==> src/rtl/vx_tcu_drl_norm_round_pipe.sv <==
// vx_tcu_drl_norm_round_pipe
// Normalizes and rounds per-lane signed accumulator sums into FP32 results, or
// packs an integer result, through a 3-stage pipeline (S0 magnitude/LZC,
// S1 shift/round, S2 exponent fix/pack) sharing one valid/ready handshake.
//
// Ports:
//   clk, reset_n           clock, asynchronous active-low reset
//   valid_in / ready_in    input beat handshake
//   tag_in, fmt_sel, rm    per-beat tag, result format (1 = INT), rounding mode
//   max_exp, acc_sig       per-lane max biased exponent and signed accumulator
//   hi_c, sig_signs        per-lane integer-mode upper-bit corrections
//   exceptions             per-lane {sign, class}: 00 normal, 01 Inf, 1x NaN
//   valid_out / ready_out  output beat handshake
//   tag_out, result        output tag and per-lane 32-bit result
//   fflags                 per-lane {NV, DZ, OF, UF, NX}
//
// Configuration: define TCU_NR_FFLAGS_EN to build the exception-flag logic;
// otherwise fflags is tied to zero and results are unaffected.
module vx_tcu_drl_norm_round_pipe #(
    parameter int N     = 5,
    parameter int W     = 53,
    parameter int LANES = 4,
    parameter int TAG_W = 8
) (
    input  logic                             clk,
    input  logic                             reset_n,
    input  logic                             valid_in,
    output logic                             ready_in,
    input  logic [TAG_W-1:0]                 tag_in,
    input  logic                             fmt_sel,
    input  logic [2:0]                       rm,
    input  logic [LANES*8-1:0]               max_exp,
    input  logic [LANES*(W+$clog2(N)+1)-1:0] acc_sig,
    input  logic [LANES*7-1:0]               hi_c,
    input  logic [LANES*(N-1)-1:0]           sig_signs,
    input  logic [LANES*3-1:0]               exceptions,
    output logic                             valid_out,
    input  logic                             ready_out,
    output logic [TAG_W-1:0]                 tag_out,
    output logic [LANES*32-1:0]              result,
    output logic [LANES*5-1:0]               fflags
);
    localparam int LG  = $clog2(N);
    localparam int AW  = W + LG + 1;
    localparam int MW  = W + LG - 1;
    localparam int LZW = $clog2(MW + 1);

    // Global enable: everything advances unless the output beat is stalled.
    logic en;
    assign en       = ~(valid_out & ~ready_out);
    assign ready_in = en;

    // Leading-zero count; an all-zero value yields MW.
    function automatic logic [LZW-1:0] lzc(input logic [MW-1:0] v);
        lzc = LZW'(MW);
        for (int i = 0; i < MW; i++) begin
            if (v[i]) lzc = LZW'(MW - 1 - i);
        end
    endfunction

    // ---------------- S0: magnitude, LZC, integer sum ----------------
    logic             s0_valid, s0_fmt;
    logic [TAG_W-1:0] s0_tag;
    logic [2:0]       s0_rm;
    logic             s0_sign  [LANES];
    logic [MW-1:0]    s0_mag   [LANES];
    logic [LZW-1:0]   s0_lz    [LANES];
    logic [7:0]       s0_mexp  [LANES];
    logic [2:0]       s0_exc   [LANES];
    logic [31:0]      s0_int   [LANES];

    logic             s0_sign_d [LANES];
    logic [MW-1:0]    s0_mag_d  [LANES];
    logic [31:0]      s0_int_d  [LANES];

    always_comb begin
        for (int l = 0; l < LANES; l++) begin
            logic [AW-1:0]   a;
            logic signed [LG:0] top;
            logic [6:0]      hi;
            a    = acc_sig[l*AW +: AW];
            top  = a[AW-1:W];
            hi   = 7'(top) + hi_c[l*7 +: 7];
            for (int j = 0; j < N - 1; j++) begin
                hi = hi + {7{sig_signs[l*(N-1)+j]}};
            end
            s0_sign_d[l] = a[MW];
            s0_mag_d[l]  = a[MW] ? (~a[MW-1:0] + MW'(1)) : a[MW-1:0];
            s0_int_d[l]  = {hi, a[W-25 +: 25]};
        end
    end

    // ---------------- S1: normalize shift and round ----------------
    logic             s1_valid, s1_fmt;
    logic [TAG_W-1:0] s1_tag;
    logic [2:0]       s1_rm;
    logic             s1_sign [LANES];
    logic             s1_zero [LANES];
    logic signed [9:0] s1_exp [LANES];
    logic [22:0]      s1_frac [LANES];
    logic [2:0]       s1_exc  [LANES];
    logic [31:0]      s1_int  [LANES];

    logic             s1_zero_d [LANES];
    logic signed [9:0] s1_exp_d [LANES];
    logic [22:0]      s1_frac_d [LANES];
    logic             s1_gx_d   [LANES];

    always_comb begin
        for (int l = 0; l < LANES; l++) begin
            logic [MW-1:0] sh;
            logic          g, r, st, up;
            logic [24:0]   sum;
            sh = s0_mag[l] << s0_lz[l];
            g  = sh[MW-25];
            r  = sh[MW-26];
            st = |sh[MW-27:0];
            unique case (s0_rm)
                3'd1:    up = 1'b0;
                3'd2:    up = s0_sign[l] & (g | r | st);
                3'd3:    up = ~s0_sign[l] & (g | r | st);
                3'd4:    up = g;
                default: up = g & (sh[MW-24] | r | st);
            endcase
            // Hidden bit included so a rounding carry shows up in sum[24].
            sum           = {1'b0, sh[MW-1 -: 24]} + 25'(up);
            s1_frac_d[l]  = sum[24] ? sum[23:1] : sum[22:0];
            s1_exp_d[l]   = {2'b00, s0_mexp[l]} + 10'(LG) - 10'(s0_lz[l]) + 10'(sum[24]);
            s1_zero_d[l]  = (s0_mag[l] == '0);
            s1_gx_d[l]    = g | r | st;
        end
    end

    // ---------------- S2: exponent range check and pack ----------------
    logic [LANES*32-1:0] result_d;

    always_comb begin
        result_d = '0;
        for (int l = 0; l < LANES; l++) begin
            logic s, inf;
            s = s1_sign[l];
            unique case (s1_rm)
                3'd1:    inf = 1'b0;
                3'd2:    inf = s;
                3'd3:    inf = ~s;
                default: inf = 1'b1;
            endcase
            if (s1_fmt)                       result_d[l*32 +: 32] = s1_int[l];
            else if (s1_exc[l][1:0] == 2'b01) result_d[l*32 +: 32] = {s1_exc[l][2], 8'hFF, 23'h0};
            else if (s1_exc[l][1])            result_d[l*32 +: 32] = {s1_exc[l][2], 8'hFF, 23'h400000};
            else if (s1_zero[l])              result_d[l*32 +: 32] = {s1_rm == 3'd2, 31'h0};
            else if (s1_exp[l] >= 10'sd255)
                result_d[l*32 +: 32] = inf ? {s, 8'hFF, 23'h0} : {s, 8'hFE, 23'h7FFFFF};
            else if (s1_exp[l] <= 10'sd0)     result_d[l*32 +: 32] = {s, 31'h0};
            else result_d[l*32 +: 32] = {s, s1_exp[l][7:0], s1_frac[l]};
        end
    end

    // ---------------- state ----------------
    always_ff @(posedge clk or negedge reset_n) begin
        if (!reset_n) begin
            s0_valid  <= 1'b0;
            s1_valid  <= 1'b0;
            valid_out <= 1'b0;
            tag_out   <= '0;
            result    <= '0;
        end else if (en) begin
            s0_valid  <= valid_in;
            s1_valid  <= s0_valid;
            valid_out <= s1_valid;
            tag_out   <= s1_tag;
            result    <= result_d;
        end
    end

    // Stage payload needs no reset; it is qualified by the stage valids.
    always_ff @(posedge clk) begin
        if (en) begin
            s0_tag <= tag_in;
            s0_fmt <= fmt_sel;
            s0_rm  <= rm;
            s1_tag <= s0_tag;
            s1_fmt <= s0_fmt;
            s1_rm  <= s0_rm;
            for (int l = 0; l < LANES; l++) begin
                s0_sign[l] <= s0_sign_d[l];
                s0_mag[l]  <= s0_mag_d[l];
                s0_lz[l]   <= lzc(s0_mag_d[l]);
                s0_mexp[l] <= max_exp[l*8 +: 8];
                s0_exc[l]  <= exceptions[l*3 +: 3];
                s0_int[l]  <= s0_int_d[l];
                s1_sign[l] <= s0_sign[l];
                s1_zero[l] <= s1_zero_d[l];
                s1_exp[l]  <= s1_exp_d[l];
                s1_frac[l] <= s1_frac_d[l];
                s1_exc[l]  <= s0_exc[l];
                s1_int[l]  <= s0_int[l];
            end
        end
    end

`ifdef TCU_NR_FFLAGS_EN
    logic                s1_nx [LANES];
    logic [LANES*5-1:0]  fflags_d;

    always_ff @(posedge clk) begin
        if (en) begin
            for (int l = 0; l < LANES; l++) s1_nx[l] <= s1_gx_d[l];
        end
    end

    // Flags only apply to finite, nonzero FP results.
    always_comb begin
        fflags_d = '0;
        for (int l = 0; l < LANES; l++) begin
            if (!s1_fmt && s1_exc[l][1:0] == 2'b00 && !s1_zero[l]) begin
                if (s1_exp[l] >= 10'sd255)    fflags_d[l*5 +: 5] = 5'b00101;
                else if (s1_exp[l] <= 10'sd0) fflags_d[l*5 +: 5] = 5'b00011;
                else                          fflags_d[l*5 +: 5] = {4'b0, s1_nx[l]};
            end
        end
    end

    always_ff @(posedge clk or negedge reset_n) begin
        if (!reset_n)  fflags <= '0;
        else if (en)   fflags <= fflags_d;
    end
`else
    assign fflags = '0;
`endif

endmodule
==> config.mk <==
export PLATFORM = sky130hd
export DESIGN_NAME = vx_tcu_drl_norm_round_pipe
export DESIGN_NICKNAME = d
export VERILOG_FILES = /design/src/rtl/vx_tcu_drl_norm_round_pipe.sv
export SDC_FILE = /design/constraint.sdc
export NUM_CORES = 2
export LEC_CHECK = 0
export ABC_AREA = 1
export BUFFER_PORTS_ARGS = -buffer_cell sky130_fd_sc_hd__buf_2
export CAP_MARGIN = 20
export CORE_MARGIN = 3
export CORE_UTILIZATION = 55
export DETAILED_ROUTE_END_ITERATION = 6
export GPL_TIMING_DRIVEN = 1
export PLACE_DENSITY = 0.74
export SYNTH_ARGS = -nofsm -noshare
export SYNTH_HDL_FRONTEND = slang
export SYNTH_SLANG_ARGS = --single-unit
==> constraint.sdc <==
create_clock -name clk -period 39.4 [get_ports clk]
set_input_delay 7.88 -clock clk [delete_from_list [all_inputs] [get_ports clk]]
set_output_delay 7.88 -clock clk [all_outputs]
set_load 0.01 [all_outputs]
==> flow_summary.json <==
{
  "p_per_area_nw_per_um2": 60.6,
  "clock-sinks": 863,
  "fillers": 9194,
  "dp_cells": 8853,
  "syn_avg_cell_area_um2": 7.94,
  "grt_pass1_vias": 46500,
  "clkTransAtPathRegs_ns": 0.06,
  "fin_worst_skew_ns": 0.0198,
  "drive_above_1_share": 0.110,
  "die_y_um": 330,
  "fin_nets": 8069,
  "tightestPinTransition_ns": 1.08,
  "finalSetupTns_ns": 0,
  "post_cts_resized": 0,
  "antenna_found_initial": 12,
  "yosysWarnings": 0,
  "fin_hold_ws_ns": 0.416,
  "multiInputGateArea_um2": 27300,
  "regToRegEndpoint": "s1_exp[1][8]",
  "clk_latency_ns": 0.69,
  "r2r_start": "s0_lz[1][0]",
  "startpoint_type": "primary input",
  "hold_buffers": 0,
  "cts_tree": "done",
  "ys_top_cells_by_count": "nand2_1 (1775), inv_1 (986), o21ai_0 (812), edfxtp_1 (724), nor2_1 (643)",
  "irDropWorstVdd_mv": 0.0442,
  "grt_max_degree": 173,
  "die_x_um": 330,
  "grt-ovfl-total": 0,
  "cts_buffers": 93,
  "final-max-slew-violation-count": 0,
  "place_ws_ns": 22.02,
  "r2r_cells": 36,
  "min-delay-start": "s0_int[1][28]",
  "ys.flop_type": "edfxtp_1",
  "detail_route.vias_per_cell": 5.55,
  "crit_path_cell_trace": "buf_2 > inv_2 > nand2_4 > buf_2",
  "synth_edf_count": 724,
  "cts_setup_buffers": 0,
  "slowest_delay_ns": 0.61,
  "syn_area_um2": 57600,
  "setup_slack_ns": 22.00,
  "max_slew_margin": 0.280,
  "critPathRequiredTime_ns": 31.52,
  "finalCriticalPeriod_ns": 17.40,
  "cpMostUsedCell": "buf_2",
  "whs_endpoint": "s1_int[1][28]",
  "crit_buf_inv": 3,
  "fin_crit_sh": 0.442,
  "gp_congestion": 0.959,
  "yosysUniqueCellTypes": 79,
  "synth.most_common_cell": "nand2_1",
  "area_delta_synth_final_pct": 11.4,
  "ys_top_cells_by_area": "edfxtp_1 (38%), nand2_1 (12%), o21ai_0 (7.1%), inv_1 (6.4%), dfrtp_1 (6.0%)",
  "yosys.area.top_type": "edfxtp_1",
  "ant_nets": 0,
  "crit_arrival_ns": 9.52,
  "fmax_mhz": 57.5,
  "dr.pass1.iters": 7,
  "grtUsageTotal": 0.302,
  "drtIter0Drc": 4611,
  "rows": 118,
  "grt_pass1_wl_mm": 257,
  "ys_ff_latch": 863,
  "violations": "design-rule violations",
  "min_path_cells": 0,
  "start_util": 0.555,
  "hold_violations": 0,
  "core_um2": 104000,
  "seqCellArea_um2": 25200,
  "synth_top_area_frac": 0.377,
  "setup_viol": 0,
  "p_leak_nw": 29.4,
  "drv_cap": 0,
  "numPortBuffers": 469,
  "wire_per_inst_um": 18.6,
  "synth-seq-area-share": 0.438,
  "clock_path_buffers": 3,
  "post-route-drc-count": 1,
  "r2r_slack_ns": 32.12,
  "cp-end-kind": "output port",
  "via_count": 50200,
  "path_class": "in -> out",
  "die_area_um2": 109000,
  "place_hpwl_mm": 129,
  "cp_max_fo": 57,
  "status": "finished, violations left",
  "synthCells": 7260,
  "rsz0062_at_grt": "no",
  "slowest_stage": "nand2_4",
  "io_pins": 490,
  "cp_top_family": "buffers and inverters",
  "async_flop_share": 0.161,
  "cts-root-buf": "clkbuf_16",
  "htree_levels": 3,
  "hold_path_class": "reg -> reg",
  "instances_no_fill": 9034,
  "routed_wl_mm": 168
}
[layout by cell type, fill, tap and decap left out, drive strengths merged, types with 7 or more instances in the layout]
cell,count
a31oi,125
o31ai,14
o211ai,38
nand3,401
mux2,9
xnor2,45
clkbuf,116
buf,532
mux2i,128
dfrtp,139
ha,87
edfxtp,724
a21boi,9
a31o,13
bufinv,15
xor2,244
inv,1017
clkinv,43
a211oi,9
nor3b,8
o21ai,828
or2,37
nand4,80
nor3,111
nand2,1778
o22ai,35
o21bai,7
nor4,101
o221ai,8
nor2,650
fa,80
conb,20
nand3b,12
a21oi,135
[how the worst max path moves through the flow]
| stage | startpoint | endpoint | slack, ns | cells past startpoint |
|---|---|---|---|---|
| after floorplan | ready_out | ready_in | 3.43 | 4 |
| after global placement | ready_out | ready_in | 22.04 | 4 |
| after detailed placement | ready_out | ready_in | 22.02 | 4 |
| after CTS | ready_out | ready_in | 22.02 | 4 |
| after global routing | ready_out | ready_in | 21.89 | 4 |
| final | ready_out | ready_in | 22.00 | 4 |
[cell type report]
class / count / share of cell area
multi-input combinational: 5060 / 0.425
sequential: 863 / 0.393
inverter: 1020 / 0.0597
timing repair buffer: 532 / 0.0447
clock buffer: 116 / 0.0393
tap: 1380 / 0.0269
clock inverter: 58 / 0.0117
antenna: 5 / 0.000195
[where the power goes]
part | total [mW] | internal, mW | switching [mW] | leakage [nW]
combinational | 1.51 | 0.482 | 1.03 | 18.8
sequential | 1.44 | 1.31 | 0.133 | 9.00
clock | 0.935 | 0.557 | 0.378 | 1.62
[state kept, by name, summed over array words and instances (netlist names), 12 cells and up]
signal	flops
s0_mexp	32
s0_lz	24
s0_exc	12
result	128
s0_int	128
s1_exp	40
s1_frac	92
s1_exc	12
s0_mag	220
s1_int	128
[layer usage]
| metal | global-route usage | routed length (µm) |
|---|---|---|
| met1 | 0.426 | 73400 |
| met2 | 0.478 | 75600 |
| met3 | 0.0515 | 13200 |
| met4 | 0.0959 | 5550 |
| met5 | 0 | 55 |
[cell families after synthesis]
logic type      Yosys count  share of synthesized area
simple gates           3190                      0.235
buf+inv                1356                     0.0910
compound gates         1257                      0.121
flops                   863                      0.438
xor+xnor                289                     0.0451
fa+ha+maj               167                     0.0467
mux                     137                     0.0240
other cells               1                  0.0000651
[metrics by stage]
step | area (µm²) | power [mW] | util
2_1_floorplan | 57700 | 2.55 | -
3_3_place_gp | 60900 | 2.92 | 0.586
3_5_place_dp | 60900 | 2.95 | 0.586
4_1_cts | 64100 | 3.89 | 0.618
5_1_grt | 64200 | 4.16 | 0.618
6_report | 64200 | 3.89 | 0.618
No activity file was read; power rests on OpenSTA's default activity.
